===== src/rtl/bram_slave_port.sv =====
// Serial bus slave: deserialises mode/address/write-data, drives BRAM writes and timed reads.
// Latency: write strobe the cycle after the last data bit; read data serialised RD_LAT edges after the last address bit.
// Backpressure: s_ready only in IDLE (new requests elsewhere are dropped); m_ready=0 holds the current read bit.
module bram_slave_port #(
  parameter int ADDR_W = 12,
  parameter int DATA_W = 8,
  parameter int RD_LAT = 2
) (
  input  logic              clk,
  input  logic              reset,
  input  logic              m_valid,
  input  logic              m_wdata,
  output logic              s_ready,
  output logic              s_rvalid,
  output logic              s_rdata,
  input  logic              m_ready,
  output logic [ADDR_W-1:0] bram_addr,
  output logic [DATA_W-1:0] bram_wdata,
  output logic              bram_wren,
  output logic              bram_rden,
  input  logic [DATA_W-1:0] bram_q
);

  // The counter is shared by the address, data and read-latency phases,
  // so it must be wide enough for the longest of the three.
  localparam int MAX_W   = (ADDR_W > DATA_W) ? ADDR_W : DATA_W;
  localparam int CNT_MAX = (MAX_W > RD_LAT) ? MAX_W : RD_LAT;
  localparam int CNT_W   = $clog2(CNT_MAX + 1);

  localparam logic [CNT_W-1:0] ADDR_LAST = CNT_W'(ADDR_W - 1);
  localparam logic [CNT_W-1:0] DATA_LAST = CNT_W'(DATA_W - 1);
  localparam logic [CNT_W-1:0] LAT_LAST  = CNT_W'(RD_LAT - 1);
  localparam logic [CNT_W-1:0] CNT_ONE   = CNT_W'(1);

  localparam logic [2:0] ST_IDLE  = 3'd0;
  localparam logic [2:0] ST_ADDR  = 3'd1;
  localparam logic [2:0] ST_WDATA = 3'd2;
  localparam logic [2:0] ST_WRITE = 3'd3;
  localparam logic [2:0] ST_RREQ  = 3'd4;
  localparam logic [2:0] ST_RDATA = 3'd5;

  logic [2:0]        state;
  logic [CNT_W-1:0]  cnt;
  logic              mode;
  logic [DATA_W-1:0] rd_sh;

  // Request deserialisation, BRAM access sequencing and read-data serialisation.
  // Address and write data shift in from the top so the first (LSB) bit
  // lands in bit 0 once the field is complete.
  always_ff @(posedge clk or negedge reset) begin
    if (!reset) begin
      state      <= ST_IDLE;
      cnt        <= '0;
      mode       <= 1'b0;
      rd_sh      <= '0;
      bram_addr  <= '0;
      bram_wdata <= '0;
    end else begin
      case (state)
        ST_IDLE: begin
          if (m_valid) begin
            mode  <= m_wdata;
            cnt   <= '0;
            state <= ST_ADDR;
          end
        end
        ST_ADDR: begin
          if (m_valid) begin
            bram_addr <= {m_wdata, bram_addr[ADDR_W-1:1]};
            if (cnt == ADDR_LAST) begin
              cnt   <= '0;
              state <= mode ? ST_WDATA : ST_RREQ;
            end else begin
              cnt <= cnt + CNT_ONE;
            end
          end
        end
        ST_WDATA: begin
          if (m_valid) begin
            bram_wdata <= {m_wdata, bram_wdata[DATA_W-1:1]};
            if (cnt == DATA_LAST) begin
              cnt   <= '0;
              state <= ST_WRITE;
            end else begin
              cnt <= cnt + CNT_ONE;
            end
          end
        end
        ST_WRITE: begin
          state <= ST_IDLE;
        end
        ST_RREQ: begin
          // Read data is only trusted on the last latency edge.
          if (cnt == LAT_LAST) begin
            rd_sh <= bram_q;
            cnt   <= '0;
            state <= ST_RDATA;
          end else begin
            cnt <= cnt + CNT_ONE;
          end
        end
        ST_RDATA: begin
          if (m_ready) begin
            rd_sh <= rd_sh >> 1;
            if (cnt == DATA_LAST) begin
              cnt   <= '0;
              state <= ST_IDLE;
            end else begin
              cnt <= cnt + CNT_ONE;
            end
          end
        end
        default: begin
          state <= ST_IDLE;
          cnt   <= '0;
        end
      endcase
    end
  end

  // Handshake and BRAM strobes decode straight from state; WRITE and RREQ are
  // exclusive states, so wren and rden can never overlap.
  always_comb begin
    s_ready   = (state == ST_IDLE);
    s_rvalid  = (state == ST_RDATA);
    s_rdata   = (state == ST_RDATA) & rd_sh[0];
    bram_wren = (state == ST_WRITE);
    bram_rden = (state == ST_RREQ);
  end

endmodule


===== config.mk =====
export PLATFORM = sky130hd
export DESIGN_NAME = bram_slave_port
export DESIGN_NICKNAME = d
export VERILOG_FILES = /design/src/rtl/bram_slave_port.sv
export SDC_FILE = /design/constraint.sdc
export NUM_CORES = 1
export LEC_CHECK = 0
export ABC_AREA = 0
export CAP_MARGIN = 5
export CORE_AREA = 5 5 89 91
export CTS_CLUSTER_SIZE = 28
export DETAILED_ROUTE_END_ITERATION = 7
export DIE_AREA = 0 0 94 96
export PLACE_DENSITY_LB_ADDON = 0.1
export REMOVE_ABC_BUFFERS = 1
export SYNTH_ARGS = -nofsm -noshare
export SYNTH_HDL_FRONTEND = slang
export SYNTH_SLANG_ARGS = --single-unit
export TNS_END_PERCENT = 1

===== constraint.sdc =====
create_clock -name clk -period 4.1 [get_ports clk]
set_clock_uncertainty 0.2 [all_clocks]
set_input_delay 0.41 -clock clk [delete_from_list [all_inputs] [get_ports clk]]
set_output_delay 0.41 -clock clk [all_outputs]
set_load 0.01 [all_outputs]

==> results of run 1 <==
## per-stage QoR
step / instances / cell area, um2
2_1_floorplan: 145 / 1660
3_3_place_gp: 281 / 2150
3_5_place_dp: 281 / 2150
4_1_cts: 289 / 2237
5_1_grt: 289 / 2237
6_report: 289 / 2237
## cells in the mapped netlist, drive strengths merged (2+ instances only)
cell type   n  area share
o22ai      10       0.037
nor2b       3       0.011
a32o        2       0.012
dfrtp      36        0.53
ha          2       0.015
inv         4      0.0088
nand3       5       0.015
nand2b      5       0.018
and3b       3       0.018
nor4        2      0.0074
clkbuf      3      0.0066
nor3        9       0.027
and4bb      2       0.015
nor2       11       0.026
and3        3       0.011
a21oi       4       0.012
o21ai       4       0.014
mux2       20        0.13
and2        2      0.0074
buf         5       0.016
nand2       8       0.018
## cells in the final DEF (no fill, tap or decap), types with 2 or more instances in the layout
| cell | instances |
|---|---|
| sky130_fd_sc_hd__nand2_1 | 8 |
| sky130_fd_sc_hd__a21oi_1 | 4 |
| sky130_fd_sc_hd__clkdlybuf4s50_1 | 36 |
| sky130_fd_sc_hd__mux2_1 | 9 |
| sky130_fd_sc_hd__nor4_1 | 2 |
| sky130_fd_sc_hd__nand3_1 | 5 |
| sky130_fd_sc_hd__nor2_1 | 10 |
| sky130_fd_sc_hd__inv_1 | 4 |
| sky130_fd_sc_hd__a32o_1 | 2 |
| sky130_fd_sc_hd__clkbuf_8 | 5 |
| sky130_fd_sc_hd__and3_1 | 3 |
| sky130_fd_sc_hd__and3b_1 | 2 |
| sky130_fd_sc_hd__o21ai_0 | 2 |
| sky130_fd_sc_hd__ha_1 | 2 |
| sky130_fd_sc_hd__clkinv_2 | 2 |
| sky130_fd_sc_hd__nand2b_1 | 5 |
| sky130_fd_sc_hd__nor3_1 | 9 |
| sky130_fd_sc_hd__nor2b_1 | 3 |
| sky130_fd_sc_hd__mux2_2 | 11 |
| sky130_fd_sc_hd__and2_1 | 2 |
| sky130_fd_sc_hd__dfrtp_1 | 36 |
| sky130_fd_sc_hd__o22ai_1 | 10 |
## flip-flops by register name, indices dropped and copies added, names as in the netlist
name        flops
bram_addr      12
bram_wdata      8
cnt             4
mode            1
rd_sh           8
state           3
## kinds of logic (layout without fill, tap and decap cells)
kind of cell / after synthesis / after routing / share of synthesized area
mux: 20 / 20 / 0.1326
fa+ha+maj: 2 / 2 / 0.01473
simple gates: 59 / 59 / 0.1996
buf+inv: 12 / 49 / 0.03166
compound gates: 24 / 24 / 0.09132
flops: 36 / 36 / 0.5302
## cell type report
type / instances / area (um2)
tap: 99 / 123.9
multi-input combinational: 105 / 744.5
fill: 749 / 4822
timing repair buffer: 37 / 365.4
clock inverter: 3 / 18.77
sequential: 36 / 900.9
clock buffer: 5 / 68.82
inverter: 4 / 15.01
## power by group through the flow
stage	clock, mW	combinational, mW	sequential (mW)
floorplan	0	0.372	0.685
global placement	0	0.745	0.675
detailed placement	0	0.750	0.678
CTS	0.262	0.755	0.674
global route	0.278	0.820	0.704
finish	0.249	0.739	0.672
## path summary, 6_finish.rpt
| kind | end | slack [ns] | cells past startpoint |
|---|---|---|---|
| min reg2reg | rd_sh[7] | 0.31 | 2 |
| min | cnt[2] | 0.02 | 1 |
| min in group clk | rd_sh[7] | 0.31 | 2 |
| max in group asynchronous | state[1] | 3.17 | 1 |
| max reg2reg | bram_addr[1] | 1.73 | 3 |
| max | s_rdata | 1.61 | 3 |
## routing by layer
metal  part of all wire  wire, um  vias to the layer above
li1                   -         -                      623
met1               0.46      1834                      626
met2               0.48      1912                       23
met3              0.045       179                        4
met4             0.0083        33                        0
met5                  0         0                        -
==> implementation parameters, run 1 <==
Parameter                              Value

Synthesis
  Number of distinct library cell variants in the gate-level netlist after synthesis ... 38
  Yosys warns ... 0
  Commonest register cell after synthesis ... sky130_fd_sc_hd__dfrtp_1
  Number of flip-flops and latches in the synthesized netlist ... 36
  Post-synthesis average cell area ... 11.11 um2
  Sequential fraction of the synthesis area ... 0.5302
  Synthesized instance count ... 153
  Async set or reset register ratio after synthesis ... 1.000
  Number of synthesized flops with an enable pin ... 0
  Combined area of all synthesized cells ... 0.001699 mm2

Power and ir drop
  Power Total ... 1.660 mW
  Sw frac ... 0.3677
  Leakage Power ... 0.9205 nW
  Switching power ... 610.6 uW
  Peak supply drop ... 346.8 uV
  Sequential Power Share ... 0.405
  Proportion of power drawn by the clock network ... 0.150
  Internal power ... 1.050 mW
  Combinational Power Share ... 0.445
  Power per cell area ... 742.2 mW/mm2

Clock network
  Number of gates resized after CTS ... 0
  Clock root buffer ... sky130_fd_sc_hd__clkbuf_8
  Insertion delay to the later sink of the worst-skew pair ... 0.29 ns
  Hold Buf Count CTS ... 0
  Max Buffers Root-to-Sink ... 2
  Post-CTS setup-driven buffer insertion count ... 0
  Clk sinks ... 36
  # H-tree levels ... 2
  Clock tree from TritonCTS ... yes
  Clk pin slew, worst setup/hold paths ... 0.07 ns
  Total CTS buffers ... 5

Global route
  Met1 demand-to-capacity share in global routing ... 0.1207
  Global-route wire length before repair ... 6748 um
  Global router's overall resource usage ... 0.09615
  Routing usage on met2 ... 0.1520
  Number of antenna violations at the first check in global routing ... 0
  Maximum number of pins on one net before global-route repair ... 37
  Via count of the first global-routing pass ... 1394
  Most congested layer reported by global routing ... met2
  Total congestion overflow after global routing ... 0
  Met3 Use GR ... 0.03518

Place
  HPWL reported at the end of detailed placement ... 2828 um
  Final RePlAce weighted congestion ... 0.7715
  Number of buffers added on ports ... 37
  Worst-case setup slack after placement ... 1.413 ns

Timing
  Number of hold-slack violations in the final timing report ... 0
  Fraction of the cycle the final worst path needs ... 0.6085
  Highest Clock Rate ... 0.4009 GHz
  Sum Neg Setup Slack ... 0 ns
  Post-route minimum period ... 2.495 ns
  Final slew viol count ... 0
  Worst-Margin Slew ... 1.035 ns
  Final worst setup slack ... 1.605 ns
  RSZ-0062 raised after global routing ... no
  Slew margin rel. ... 0.3074
  Fin Hold WS ... 0.01548 ns
  Final-report setup violation count ... 0

Job
  Total of max-cap violations ... 0

Layout
  Utilization after layout ... 0.3169
  Number of nets in the final layout ... 204
  Post-synthesis to final-layout area growth ... 31.66%
  Number of inserted diodes ... 0
  Layout cell share with drive strength beyond 1 ... 0.1263

Worst setup path
  CP startpoint ... state[0]
  Critical-path maximum fanout ... 11
  Crit path kind ... register to primary output
  Slowest cell on the critical path ... sky130_fd_sc_hd__clkdlybuf4s50_1
  Crit Reg-Reg Startpoint ... state[2]
  Worst path buffer plus inverter count ... 1
  Data required time of the worst path ... 3.49 ns
  Critical path arrival ... 1.88 ns
  Nature of the critical path endpoint ... primary output
  Startpoint types ... register
  Cell breakdown of the critical path ... nor2b_1 > and3_1 > clkdlybuf4s50_1
  Largest delay contributor family on the critical path ... simple AND/OR/NAND/NOR gates
  CP max stage delay ... 0.54 ns

Route
  Initial DRC Count ... 61
  DR WL/cell ... 13.70 um
  DRT antenna net count ... 0
  Number of iterations in the first detailed-routing pass ... 4
  Wire length after detailed routing ... 3960 um
  Number of vias in the routed layout ... 1276
  Count of unresolved DRC violations after routing ... 0
  Via density per instance ... 4.415

Die
  Chip height ... 96 um
  Number of ports placed on the die boundary ... 38
  Area of the placeable core ... 0.007059 mm2
  Site row count ... 31
  Floorplan die area ... 0.009024 mm2
  Die boundary width ... 94 um
  Initial core utilization ... 0.2407

Hold path
  Worst min path class ... input port to asynchronous set/reset pin

Run status
  Outcome ... completed
Note: power is estimated with default switching activity, not from simulation.
==> inputs of run 2 (changes only) <==
- clock period: 4.1 -> 2.38 ns (I/O delays scaled with it)
==> implementation parameters, run 2 (synthesis gave the netlist of run 1 again) <==
Parameter                              Value

Run status
  Outcome ... completed

Job
  Total of max-cap violations ... 0 (unchanged)

Die
  Initial core utilization ... 0.2407 (unchanged)
  Site row count ... 31 (unchanged)
  Number of ports placed on the die boundary ... 38 (unchanged)
  Chip height ... 96 um (unchanged)
  Floorplan die area ... 0.009024 mm2 (unchanged)
  Area of the placeable core ... 0.007059 mm2 (unchanged)
  Die boundary width ... 94 um (unchanged)

Hold path
  Critical hold path startpoint ... bram_q[7]
  Capture endpoint of the worst hold path ... rd_sh[7]
  Worst Hold Depth ... 3
  Worst min path class ... input port to register

Global route
  Global router's overall resource usage ... 0.09630 (+0.0001498)
  Global-route wire length before repair ... 6762 um (+0.21%)
  Total congestion overflow after global routing ... 0 (unchanged)
  Maximum number of pins on one net before global-route repair ... 37 (unchanged)
  Number of antenna violations at the first check in global routing ... 0 (unchanged)
  Via count of the first global-routing pass ... 1350 (-3.2%)

Layout
  Post-route cell area ... 0.002270 mm2 (+1.5%)
  Layout cell share with drive strength beyond 1 ... 0.1347 (+0.008399)
  Post-synthesis to final-layout area growth ... 33.58%
  Largest register FFs ... 12 (unchanged)
  Regs by FF count ... bram_addr: 12 flops, bram_wdata: 8 flops, rd_sh: 8 flops
  Most common library cell in the layout ignoring fill and taps ... sky130_fd_sc_hd__clkdlybuf4s50_1
  Number of inserted diodes ... 0 (unchanged)
  Register bank with the most flops ... bram_addr
  Most frequent cells in the layout ... sky130_fd_sc_hd__clkdlybuf4s50_1, sky130_fd_sc_hd__dfrtp_1, sky130_fd_sc_hd__mux2_2, sky130_fd_sc_hd__nor2_1, sky130_fd_sc_hd__o22ai_1
  Utilization after layout ... 0.3215 (+0.004608)
  Number of nets in the final layout ... 207 (+1.5%)

Worst setup path
  Crit path kind ... register to primary output
  Register-to-register setup slack ... 0.34 ns (-1.39 ns)
  Critical path arrival ... 1.74 ns (-0.14 ns)
  Critical-path maximum fanout ... 11 (unchanged)
  Nature of the critical path endpoint ... primary output
  Data required time of the worst path ... 1.94 ns (-1.55 ns)
  RR Endpoint ... state[0]
  Number of cell instances on the worst register-to-register path ... 5 (+2)
  Crit Reg-Reg Startpoint ... cnt[0]
  Startpoint types ... register

Route
  DR WL/cell ... 13.46 um (-1.8%)
  Number of vias in the routed layout ... 1322 (+3.6%)
  Initial DRC Count ... 78 (+28%)
  Wire length after detailed routing ... 3931 um (-0.73%)
  Number of iterations in the first detailed-routing pass ... 4 (unchanged)
  DRT antenna net count ... 0 (unchanged)
  Count of unresolved DRC violations after routing ... 0 (unchanged)
  Via density per instance ... 4.527 (+2.5%)

Timing
  Worst-Margin Slew ... 0.8121 ns (-0.2231 ns)
  Sum Neg Setup Slack ... 0 ns (unchanged)
  RSZ-0062 raised after global routing ... no
  Final slew viol count ... 0 (unchanged)
  Fin Hold WS ... 0.3116 ns (+0.2961 ns)
  Number of hold-slack violations in the final timing report ... 0 (unchanged)
  Slew margin rel. ... 0.4586 (+0.1513)
  Fraction of the cycle the final worst path needs ... 0.9131
  Highest Clock Rate ... 0.4602 GHz
  Post-route minimum period ... 2.173 ns
  Final-report setup violation count ... 0 (unchanged)

Clock network
  Clock tree from TritonCTS ... yes
  Clk pin slew, worst setup/hold paths ... 0.07 ns (about the same)
  Clk sinks ... 36 (unchanged)
  Max Buffers Root-to-Sink ... 2 (unchanged)
  Clock root buffer ... sky130_fd_sc_hd__clkbuf_8
  Total CTS buffers ... 5 (unchanged)
  # H-tree levels ... 2 (unchanged)
  Post-CTS setup-driven buffer insertion count ... 0 (unchanged)
  Insertion delay to the later sink of the worst-skew pair ... 0.29 ns (about the same)

Power and ir drop
  Leakage Power ... 0.9302 nW (+1.1%)
  Peak supply drop ... 437.9 uV (+26%)
  Power Total ... 2.910 mW (+75%)
  Power per cell area ... 1282 mW/mm2 (+73%)

Place
  HPWL reported at the end of detailed placement ... 2836 um (+0.28%)
  Post-placement cell area ... 0.002165 mm2 (+0.70%)
  Number of buffers added on ports ... 37 (unchanged)
  Final RePlAce weighted congestion ... 0.7955 (+3.1%)
[run 2: cell types whose count changed in the layout (fill, tap and decap cells not counted), sizes merged]
cell / delta
clkbuf: +2
clkinv: -3
dlygate4sd3: +1
buf: +2
clkinvlp: +1
[run 2: repair_timing]
| item | 4_1_cts | 5_1_grt |
|---|---|---|
| gates resized for setup | 0 | 1 |
| hold buffers | 1 | 0 |
| hold endpoints to repair | 36 | 0 |
| endpoints found under the setup margin | 0 | 1 |
[run 2: worst max path at each step]
stage	start	end	slack, ns	cells after the start
after floorplan	state[2]	bram_addr[0]	0.34	3
after global placement	m_ready	cnt[3]	0.30	5
after detailed placement	m_ready	cnt[3]	0.26	5
after CTS	state[2]	s_rvalid	0.04	3
after global routing	state[2]	s_rvalid	0.04	3
final	state[0]	s_rdata	0.21	3
[run 2: report_power, final]
part / internal, mW / switching, mW / total, mW
logic: 0.731 / 0.567 / 1.30
registers: 0.895 / 0.265 / 1.16
clock network: 0.235 / 0.216 / 0.452
total: 1.86 / 1.05 / 2.91
[run 2: layout make-up]
type	count	area, um2
inverter	4	15.01
tap	99	123.9
multi-input combinational	105	744.5
clock inverter	1	7.507
fill	735	4790
timing repair buffer	40	390.4
sequential	36	902.1
clock buffer	7	86.33
[run 2: routing by layer]
metal	global-route usage	routed length (um)	part of all wire
met4	0.02527	34	0.0086
met5	0	0	0
met1	0.1294	1832	0.47
met2	0.1496	1812	0.46
met3	0.03127	252	0.064
[run 2: worst max-delay path, stage by stage, from the launching register on]
cell	delay (ns)
sky130_fd_sc_hd__dfrtp_1	0.54
sky130_fd_sc_hd__nor2b_1	0.22
sky130_fd_sc_hd__and3_1	0.17
sky130_fd_sc_hd__clkdlybuf4s50_1	0.53
[run 2: stage by stage]
step | std cells | setup slack, ns
after global placement | 283 | 0.3026
after CTS | 292 | 0.04382
final | 292 | 0.2069
after global routing | 292 | 0.03861
after floorplan | 145 | 0.3419
after detailed placement | 283 | 0.2595
==> inputs of run 3 (changes only) <==
- SKIP_CTS_REPAIR_TIMING: unset -> 1
- TNS_END_PERCENT: 1 -> 10
- clock period: 2.38 -> 2.6 ns (I/O delays scaled with it)
==> implementation parameters, run 3 (synthesis gave the netlist of run 1 again) <==
Parameter                              Value

Run status
  Outcome ... completed

Route
  DRT antenna net count ... 0 (unchanged)
  Count of unresolved DRC violations after routing ... 0 (unchanged)
  Number of vias in the routed layout ... 1301 (-1.6%)
  Number of iterations in the first detailed-routing pass ... 4 (unchanged)
  Initial DRC Count ... 78 (unchanged)
  Via density per instance ... 4.455 (-1.6%)
  Wire length after detailed routing ... 3939 um (+0.20%)
  DR WL/cell ... 13.49 um (+0.20%)

Worst setup path
  Cell breakdown of the critical path ... nor2b_1 > and2_1 > clkdlybuf4s50_1
  CP max stage delay ... 0.64 ns (+0.10 ns)
  Largest delay contributor family on the critical path ... flip-flops
  RR Endpoint ... cnt[3]
  Critical path arrival ... 1.87 ns (+0.13 ns)
  Register-to-register setup slack ... 0.55 ns (+0.21 ns)
  Critical-path maximum fanout ... 19 (+8)
  Worst path buffer plus inverter count ... 1 (unchanged)
  Startpoint types ... register
  Crit path kind ... register to primary output
  Nature of the critical path endpoint ... primary output
  Slowest cell on the critical path ... sky130_fd_sc_hd__dfrtp_1
  Data required time of the worst path ... 2.14 ns (+0.20 ns)
  Crit Reg-Reg Startpoint ... state[2]
  Number of cell instances on the worst register-to-register path ... 4 (-1)

Layout
  Fin cells ... 292 (unchanged)
  Largest register FFs ... 12 (unchanged)
  Most frequent cells in the layout ... sky130_fd_sc_hd__dfrtp_1, sky130_fd_sc_hd__clkdlybuf4s50_1, sky130_fd_sc_hd__mux2_2, sky130_fd_sc_hd__nor2_1, sky130_fd_sc_hd__o22ai_1
  Register bank with the most flops ... bram_addr
  Layout cell share with drive strength beyond 1 ... 0.1295 (-0.005181)
  Regs by FF count ... bram_addr: 12 flops, bram_wdata: 8 flops, rd_sh: 8 flops
  Post-synthesis to final-layout area growth ... 33.51% (about the same)
  FF+latch area ... 900.9 um2 (-0.14%)
  Fill cell total of the finished layout ... 748 (+1.8%)
  Number of inserted diodes ... 0 (unchanged)
  Number of nets in the final layout ... 207 (unchanged)
  Area occupied by multi-input gates ... 744.5 um2 (unchanged)
  Utilization after layout ... 0.3213 (about the same)

Timing
  Post-route minimum period ... 2.326 ns
  Slew margin rel. ... 0.4555 (-0.003139)
  Final slew viol count ... 0 (unchanged)
  Number of hold-slack violations in the final timing report ... 0 (unchanged)
  RSZ-0062 raised after global routing ... no
  Highest Clock Rate ... 0.4299 GHz
  Worst-Margin Slew ... 0.8168 ns (+0.004708 ns)
  Sum Neg Setup Slack ... 0 ns (unchanged)
  Final worst setup slack ... 0.2740 ns (+0.06709 ns)
  Final-report setup violation count ... 0 (unchanged)
  Fraction of the cycle the final worst path needs ... 0.8946

Die
  Die boundary width ... 94 um (unchanged)
  Number of ports placed on the die boundary ... 38 (unchanged)
  Floorplan die area ... 0.009024 mm2 (unchanged)
  Chip height ... 96 um (unchanged)
  Initial core utilization ... 0.2407 (unchanged)
  Area of the placeable core ... 0.007059 mm2 (unchanged)
  Site row count ... 31 (unchanged)

Power and ir drop
  Leakage Power ... 0.9311 nW (about the same)
  Power per cell area ... 1176 mW/mm2 (-8.3%)
  Peak supply drop ... 403.1 uV (-7.9%)
  Power Total ... 2.667 mW (-8.4%)

Place
  Number of instances in the placed design ... 283 (unchanged)
  Number of buffers added on ports ... 37 (unchanged)
  Worst-case setup slack after placement ... 0.4575 ns (+0.1980 ns)
  Final RePlAce weighted congestion ... 0.7955 (unchanged)
  HPWL reported at the end of detailed placement ... 2842 um (+0.22%)

Clock network
  # H-tree levels ... 2 (unchanged)
  Insertion delay to the later sink of the worst-skew pair ... 0.29 ns (about the same)
  Clock tree from TritonCTS ... yes
  Max Buffers Root-to-Sink ... 2 (unchanged)
  Clk pin slew, worst setup/hold paths ... 0.08 ns (about the same)
  Clock root buffer ... sky130_fd_sc_hd__clkbuf_8
  Total CTS buffers ... 5 (unchanged)
  Clk sinks ... 36 (unchanged)

Hold path
  Capture endpoint of the worst hold path ... rd_sh[4]
  Worst Hold Depth ... 2 (-1)
  Worst min path class ... register to register
  Critical hold path startpoint ... rd_sh[5]

Global route
  Total congestion overflow after global routing ... 0 (unchanged)
  Global-route wire length before repair ... 6824 um (+0.92%)
  Maximum number of pins on one net before global-route repair ... 37 (unchanged)
  Number of antenna violations at the first check in global routing ... 0 (unchanged)
  Global router's overall resource usage ... 0.09693 (+0.0006309)
  Via count of the first global-routing pass ... 1361 (+0.81%)

Job
  Total of max-cap violations ... 0 (unchanged)
## run 3: layout make-up
cell class	count	share of cell area
clock buffer	7	0.03806
timing repair buffer	40	0.1721
inverter	4	0.006619
multi-input combinational	105	0.3282
clock inverter	1	0.003309
tap	99	0.05461
sequential	36	0.3971
## run 3: worst register-to-register path: stages (launching register included)
cell                       delay, ns
sky130_fd_sc_hd__dfrtp_1        0.64
sky130_fd_sc_hd__and3b_4        0.29
sky130_fd_sc_hd__or3_1          0.47
sky130_fd_sc_hd__a211oi_1       0.28
sky130_fd_sc_hd__a21oi_1        0.06
## run 3: routing by layer
metal,up-vias,share of wire,track usage
met5,-,0,0
met4,0,0.0058,0.02527
met3,4,0.053,0.03127
met2,32,0.46,0.1473
met1,630,0.49,0.1331
li1,635,-,-
## run 3: per-stage QoR
stage | hold slack (ns) | area [um2]
CTS | -0.09913 | 2258
floorplan | -0.2356 | 1660
global placement | 0.2069 | 2165
finish | 0.3105 | 2268
global route | 0.3323 | 2268
detailed placement | 0.2188 | 2165
## run 3: how the worst max path moves through the flow
stage	slack, ns	endpoint	start	cells after the start
after floorplan	0.56	bram_addr[0]	state[2]	3
after global placement	0.50	cnt[3]	m_ready	5
after detailed placement	0.46	cnt[3]	m_ready	5
after CTS	0.24	s_rvalid	state[2]	3
after global routing	0.06	s_rvalid	state[2]	3
final	0.27	s_rvalid	state[2]	3
## run 3: power breakdown
group          internal, mW  switching, mW  leakage, nW
sequential            0.818          0.245        0.439
clock                 0.215          0.198       0.0445
combinational         0.669          0.522        0.447
total                  1.70          0.965        0.931
